## config.mk

```make
export PLATFORM = sky130hd
export DESIGN_NAME = matrix_convolution
export DESIGN_NICKNAME = d
export VERILOG_FILES = /design/src/rtl/matrix_convolution.sv
export SDC_FILE = /design/constraint.sdc
export NUM_CORES = 2
export LEC_CHECK = 0
export CAP_MARGIN = 20
export CORE_AREA = 3 3 381 383
export CTS_BUF_LIST = sky130_fd_sc_hd__clkbuf_8
export DETAILED_ROUTE_END_ITERATION = 8
export DIE_AREA = 0 0 384 386
export DONT_BUFFER_PORTS = 1
export SETUP_SLACK_MARGIN = 0.05
export SYNTH_ARGS = -nofsm -noshare
export SYNTH_HDL_FRONTEND = slang
export SYNTH_SLANG_ARGS = --single-unit
export TNS_END_PERCENT = 100
```

## constraint.sdc

```tcl
create_clock -name clk -period 11.95 [get_ports clk]
set_input_delay 2.39 -clock clk [delete_from_list [all_inputs] [get_ports clk]]
set_output_delay 2.39 -clock clk [all_outputs]
set_load 0.05 [all_outputs]
```

## src/rtl/matrix_convolution.sv

```systemverilog
// 3x3 valid convolution of a 6x6 byte tile into a 4x4 array of 16-bit sums.
// Nine taps per output pixel are split over two cycles on five external DSP lanes.
module matrix_convolution (
  input  logic                    clk,
  input  logic                    rst_n,
  input  logic                    start,
  input  logic [0:5][0:5][7:0]    input_tile,
  input  logic [0:2][0:2][7:0]    kernel,
  output logic [0:3][0:3][15:0]   c,
  output logic [0:4][17:0]        dsp_a0,
  output logic [0:4][17:0]        dsp_b0,
  input  logic [0:4][36:0]        dsp_out,
  output logic                    dsp_ce,
  output logic                    done
);

  // Handshake: start is a one-cycle request honoured only in IDLE with no job
  // pending; done is a one-cycle pulse and start seen during COMPUTE/DONE is dropped.
  typedef enum logic [1:0] {IDLE, COMPUTE, DONE} state_e;

  state_e                  state_q, state_d;
  logic                    go_q, go_d;
  logic [3:0]              p_q, p_d;
  logic                    phase_q, phase_d;
  logic [15:0]             partial_q, partial_d;
  logic [0:5][0:5][7:0]    tile_q, tile_d;
  logic [0:2][0:2][7:0]    kern_q, kern_d;
  logic [0:3][0:3][15:0]   c_q, c_d;
  logic [15:0]             lane_sum;

  // Lane l carries tap l in phase 0 and tap l+5 in phase 1; tap 9 does not exist.
  always_comb begin
    dsp_a0 = '0;
    dsp_b0 = '0;
    for (int l = 0; l < 5; l++) begin
      logic [3:0] tap;
      logic [1:0] ki, kj;
      logic [2:0] r_idx, c_idx;
      tap   = phase_q ? 4'(l + 5) : 4'(l);
      ki    = 2'(tap / 4'd3);
      kj    = 2'(tap % 4'd3);
      r_idx = {1'b0, p_q[3:2]} + {1'b0, ki};
      c_idx = {1'b0, p_q[1:0]} + {1'b0, kj};
      if (state_q == COMPUTE && tap < 4'd9) begin
        dsp_a0[l] = {10'd0, tile_q[r_idx][c_idx]};
        dsp_b0[l] = {10'd0, kern_q[ki][kj]};
      end
    end
  end

  always_comb begin
    lane_sum = '0;
    for (int l = 0; l < 5; l++) begin
      if (!(phase_q && l == 4)) lane_sum = lane_sum + dsp_out[l][15:0];
    end
  end

  always_comb begin
    state_d   = state_q;
    go_d      = go_q;
    p_d       = p_q;
    phase_d   = phase_q;
    partial_d = partial_q;
    tile_d    = tile_q;
    kern_d    = kern_q;
    c_d       = c_q;
    unique case (state_q)
      IDLE: begin
        // Acceptance cycle captures the operands; COMPUTE begins one edge later.
        if (go_q) begin
          go_d    = 1'b0;
          state_d = COMPUTE;
          p_d     = '0;
          phase_d = 1'b0;
        end else if (start) begin
          go_d   = 1'b1;
          tile_d = input_tile;
          kern_d = kernel;
        end
      end
      COMPUTE: begin
        if (!phase_q) begin
          partial_d = lane_sum;
          phase_d   = 1'b1;
        end else begin
          c_d[p_q[3:2]][p_q[1:0]] = partial_q + lane_sum;
          phase_d = 1'b0;
          p_d     = p_q + 4'd1;
          if (p_q == 4'd15) state_d = DONE;
        end
      end
      DONE:    state_d = IDLE;
      default: state_d = IDLE;
    endcase
  end

  always_ff @(posedge clk or negedge rst_n) begin
    if (!rst_n) begin
      state_q   <= IDLE;
      go_q      <= 1'b0;
      p_q       <= '0;
      phase_q   <= 1'b0;
      partial_q <= '0;
      tile_q    <= '0;
      kern_q    <= '0;
      c_q       <= '0;
    end else begin
      state_q   <= state_d;
      go_q      <= go_d;
      p_q       <= p_d;
      phase_q   <= phase_d;
      partial_q <= partial_d;
      tile_q    <= tile_d;
      kern_q    <= kern_d;
      c_q       <= c_d;
    end
  end

  assign c      = c_q;
  assign dsp_ce = (state_q == COMPUTE);
  assign done   = (state_q == DONE);

endmodule

```

* Word-level counts from Yosys, hierarchy flattened
Index checks and enable logic that the tools add are counted.
Word-level totals: flip-flop bits (word level) 640, input port bits 548, output and inout port bits 438, word-level logic and storage cells 259
Cells by class: $add $sub $neg 16, divide/modulo/power cells 10, order comparisons 29, equality and inequality tests 6, mux-type cells 93, bitwise gates (word level) 24, reduce and logical (&&, ||, !) cells 15
Operators by type and width (number):
- $bmux W48 S3 | 5
- $mux W48 | 10
- $bwmux W256 | 1
- $bmux W24 S2 | 5
- $mux W24 | 10
- $mux W8 | 30
- $demux W64 S2 | 1
- $bmux W8 S3 | 5
- $add A16 B16 Y16 | 5
- $bmux W8 S2 | 5
- $mux W64 | 1
- $ge A4 B4 Y1 const B | 10
- $not A3 Y4 | 10
- $ge A3 B3 Y1 const B | 12
- $not A2 Y3 | 12
- $demux W16 S2 | 1
- $mux W16 | 2
- $add A2 B2 Y3 | 10
- $div A4 B2 Y4 const B | 5
- $mod A4 B2 Y4 const B | 5
- $mux W4 | 4
- $lt A3 B4 Y1 const B | 3
- $mux W3 | 3
- $reduce_and A3 Y1 | 3
- 18 further kinds | 35

* Depth between registers and ports, before layout
depth in word-level cells 11, depth in mapped cells 27, mapped depth without buffers 26

* Worst setup path before layout
No wires, ideal clock.
path kind in2reg, start input port dsp_out[38] in the netlist's numbering, end register c_q, in the netlist c[111], setup time 0.125 ns, data arrival time 8.146 ns, required time 11.825 ns, slack 3.678 ns, stages on the path 26, buffers on the path 1, cell sequence inv_1 -> fa_1 -> fa_1 -> inv_1 -> ha_1 -> fa_1 -> a211o_1 -> a2111oi_2 -> nor2_1 -> a21oi_1 -> xnor2_1 -> ha_1 -> and3_1 -> a221o_1 -> nand2_1 -> o21ai_0 -> or2_2 -> xnor2_1 -> o21ai_0 -> ha_1 -> o41ai_2 -> nor3_1 -> nor4_2 -> buf_2 -> a211o_1 -> nand3_1
On the way: cells in the longest elaborated chain, start to end 5
RTL lines:
- start: declaration | line 12 | input logic [0:4][36:0] dsp_out,
- $add A16 B16 Y16 * | line 54 | if (!(phase_q && l == 4)) lane_sum = lane_sum + dsp_out[l][15:0];
- $add A16 B16 Y16 | line 54
- $mux W16 * | line 54
- net lane_sum[12] | line 29 | logic [15:0] lane_sum;
- $add A16 B16 Y16 * | line 86 | c_d[p_q[3:2]][p_q[1:0]] = partial_q + lane_sum;
- $bwmux W256 * | line 86
- end signal: assignment | line 106 | c_q <= '0;
- end signal: assignment | line 115 | c_q <= c_d;
- end: declaration | line 28 | logic [0:3][0:3][15:0] c_q, c_d;
Mark *: on every way through the listed nets, which the timed path passes. The rest lies on a longest branch. A chain may end at the register's enable or synchronous reset.

==> flow_summary.json <==
{
  "status": "finished, violations left",
  "violations": "max-slew violations",
  "slowest_delay_ns": 0.89,
  "slew_violations": 530,
  "postCtsSetupBuffers": 0,
  "path_cells": "inv_1, ha_4, buf_4, mux4_2, mux4_2, a22oi_1, o22a_1, nor2_1, buf_6",
  "startpoint_type": "flop",
  "clock.fmax_mhz": 115,
  "die-width_um": 384,
  "synth_cells": 3893,
  "fin_crit_ns": 8.72,
  "r2r_start": "phase_q$_DFFE_PN0P_",
  "seq_area_frac_synth_pct": 42.1,
  "ctsResizeCount": 0,
  "hp-start": "kern_q[47]$_DFFE_PN0P_",
  "rsz0062_at_grt": "no",
  "portBuffers": 0,
  "htreeDepth": 3,
  "critical_path.slowest_cell": "ha_4",
  "drt_iter0_drc": 2679,
  "critPathKind": "flop to output port",
  "cp.arrival_ns": 6.33,
  "hold_path_class": "flop to flop",
  "fin_setup_tns_ns": 0,
  "antenna_found_initial": 11,
  "period_share_pct": 73.0,
  "grt_max_degree": 641,
  "drt_pass1_iterations": 6,
  "viasPerCell": 5.14,
  "layout.nets": 4431,
  "ff2ff_path_depth": 13,
  "grt.total_usage_pct": 19.4,
  "synth-edff-count": 0,
  "drt-wirelength-per-cell_um": 25.7,
  "cts_root_buf": "clkbuf_8",
  "worst-slew-pin-transition_ns": 5.16,
  "grt_overflow": 0,
  "synth.distinct_cells": 62,
  "area_growth_pct": 11.0,
  "drt-total-wl_mm": 148,
  "synth_flop_cell": "dfrtp_1",
  "yosysTopAreaCellShare_pct": 42.1,
  "clock_latency_ns": 0.85,
  "clk_pin_slew_ns": 0.06,
  "cp-end-kind": "output port",
  "hpwl_mm": 111,
  "synth_top_cell_by_area": "dfrtp_1",
  "numCtsBuffers": 113,
  "core_area_mm2": 0.142,
  "die_h_um": 386,
  "cp_max_fo": 62,
  "worst-r2r-setup-slack_ns": 7.13,
  "num_vias": 29700,
  "synth_area_leaders": "dfrtp_1, mux4_2, nand2_1",
  "ys_ff_latch": 640,
  "cts.path.max_buffers": 3,
  "drtAntennaViolNets": 0,
  "die-area_mm2": 0.148,
  "cts_tree": "yes",
  "drc": 0,
  "hold_path_depth": 2,
  "finalHoldViolCount": 0,
  "stdcell_count": 5775,
  "holdWs_ns": 0.469,
  "io_pins": 986,
  "cp_common_cell": "mux4_2",
  "grt_pass1_vias": 28700,
  "yosysWarnings": 0,
  "synth_area_mm2": 0.0381,
  "rows": 138,
  "setup_viol": 0,
  "maxCapViolCount": 0,
  "synthArstFlopShare_pct": 100,
  "clock_sinks": 640,
  "hold_end": "kern_q[47]$_DFFE_PN0P_",
  "synth.avg_cell_area_um2": 9.77,
  "initial_core_util_pct": 26.8,
  "grt_pass1_wl_mm": 209,
  "drive_above_1_share_pct": 16.9,
  "skew_ns": 0.0667,
  "maxSlewHeadroom_pct": -244,
  "r2r-end": "c[111]$_DFFE_PN0P_",
  "cts_hold_buf": 0,
  "gp_congestion": 0.914,
  "cp.required_ns": 9.56,
  "dp_cells": 5552
}
-- metrics by stage --
step           utilization [%]  setup WS, ns  instance area, um^2
2_1_floorplan                -          3.68                38400
3_3_place_gp              27.9          2.90                39500
3_5_place_dp              27.9          2.82                39500
4_1_cts                   29.6          3.06                42000
5_1_grt                   29.8          2.81                42200
6_report                  29.8          3.23                42200
-- Yosys cell counts, drive strengths merged (25+ instances only) --
cell	instances
ha	59
inv	88
dfrtp	640
xnor2	25
mux4	304
nand3	26
a21oi	73
clkbuf	211
mux2i	89
o21ai	322
mux2	61
nand2	1455
fa	35
nor2	114
buf	175
a22oi	32
-- metal layers --
metal	track usage [%]	vias up	part of all wire, %
met1	23.7	15000	38
met5	0	-	0.011
li1	-	12900	-
met2	31.9	1501	48
met3	5.72	257	9.6
met4	7.65	2	4.2
-- cell families (layout without fill, tap and decap cells) --
kind of cell | after synthesis | after routing | synth area share [%]
AO/OA/AOI/OAI | 527 | 527 | 8.10
flip-flops | 640 | 640 | 42.1
XOR/XNOR | 39 | 39 | 0.934
buffers and inverters | 478 | 363 | 5.94
AND/OR/NAND/NOR | 1660 | 1660 | 17.0
adder cells (fa/ha/maj) | 94 | 94 | 3.78
multiplexers | 454 | 454 | 22.1
other | 1 | 108 | 0.00986
-- layout make-up --
type	instances	area [um^2]
inverters	92	345
multi-input cells	2874	20300
clock buffers	141	1940
fillers	14800	99500
repair buffers	68	686
clock inverters	62	529
diodes	8	20.0
well taps	1890	2360
flip-flops and latches	640	16000
-- worst max path at each step --
stage                        start            endpoint  slack [ns]  cells after the start
6_report       phase_q$_DFFE_PN0P_          dsp_a0[21]        3.23                      9
3_5_place_dp           dsp_out[75]  c[111]$_DFFE_PN0P_        2.82                     26
4_1_cts        phase_q$_DFFE_PN0P_          dsp_a0[22]        3.06                      9
5_1_grt        phase_q$_DFFE_PN0P_          dsp_a0[22]        2.81                      9
2_1_floorplan          dsp_out[38]  c[111]$_DFFE_PN0P_        3.68                     26
3_3_place_gp           dsp_out[75]  c[111]$_DFFE_PN0P_        2.90                     26
-- registers in the layout (all words and copies together) (netlist names) --
name and count:
tile_q 288, c 256, kern_q 72, partial_q 16, p_q 4, state_q 2, go_q 1, phase_q 1
-- worst max-delay path: cells and delay by family (launching register included) --
family / cells / cell delay [ns]
adders and majority gates: 1 / 0.89
AOI/OAI and AO/OA: 2 / 0.74
buffers and inverters: 3 / 1.77
and+or+nand+nor: 1 / 0.06
DFF: 1 / 0.78
muxes: 2 / 1.14
-- cells in the final DEF (no fill, tap or decap), types with 8 or more instances in the layout --
| master | synthesis | layout |
|---|---|---|
| inv_1 | 88 | 113 |
| a211o_1 | 20 | 20 |
| nand3_1 | 25 | 25 |
| clkbuf_8 | 0 | 141 |
| fa_1 | 35 | 33 |
| a21oi_1 | 73 | 73 |
| dfrtp_1 | 640 | 637 |
| ha_1 | 59 | 56 |
| and3_1 | 13 | 13 |
| o22a_1 | 24 | 24 |
| xnor2_2 | 0 | 8 |
| conb_1 | 1 | 100 |
| mux2i_1 | 89 | 89 |
| nand4b_1 | 15 | 15 |
| xnor2_1 | 25 | 17 |
| mux4_2 | 304 | 304 |
| nor2_1 | 114 | 105 |
| xor2_1 | 13 | 9 |
| a22oi_1 | 32 | 32 |
| nor2_2 | 0 | 9 |
| buf_4 | 102 | 55 |
| mux2_2 | 61 | 61 |
| nor3_1 | 12 | 12 |
| o21ai_0 | 321 | 321 |
| diode_2 | 0 | 8 |
| clkinv_2 | 0 | 20 |
| a21o_1 | 14 | 14 |
| nand2_1 | 1455 | 1455 |
Power is left out: the tool's default activity adds up to more than one toggle a clock period on the data nets, which glitch-free logic cannot reach.
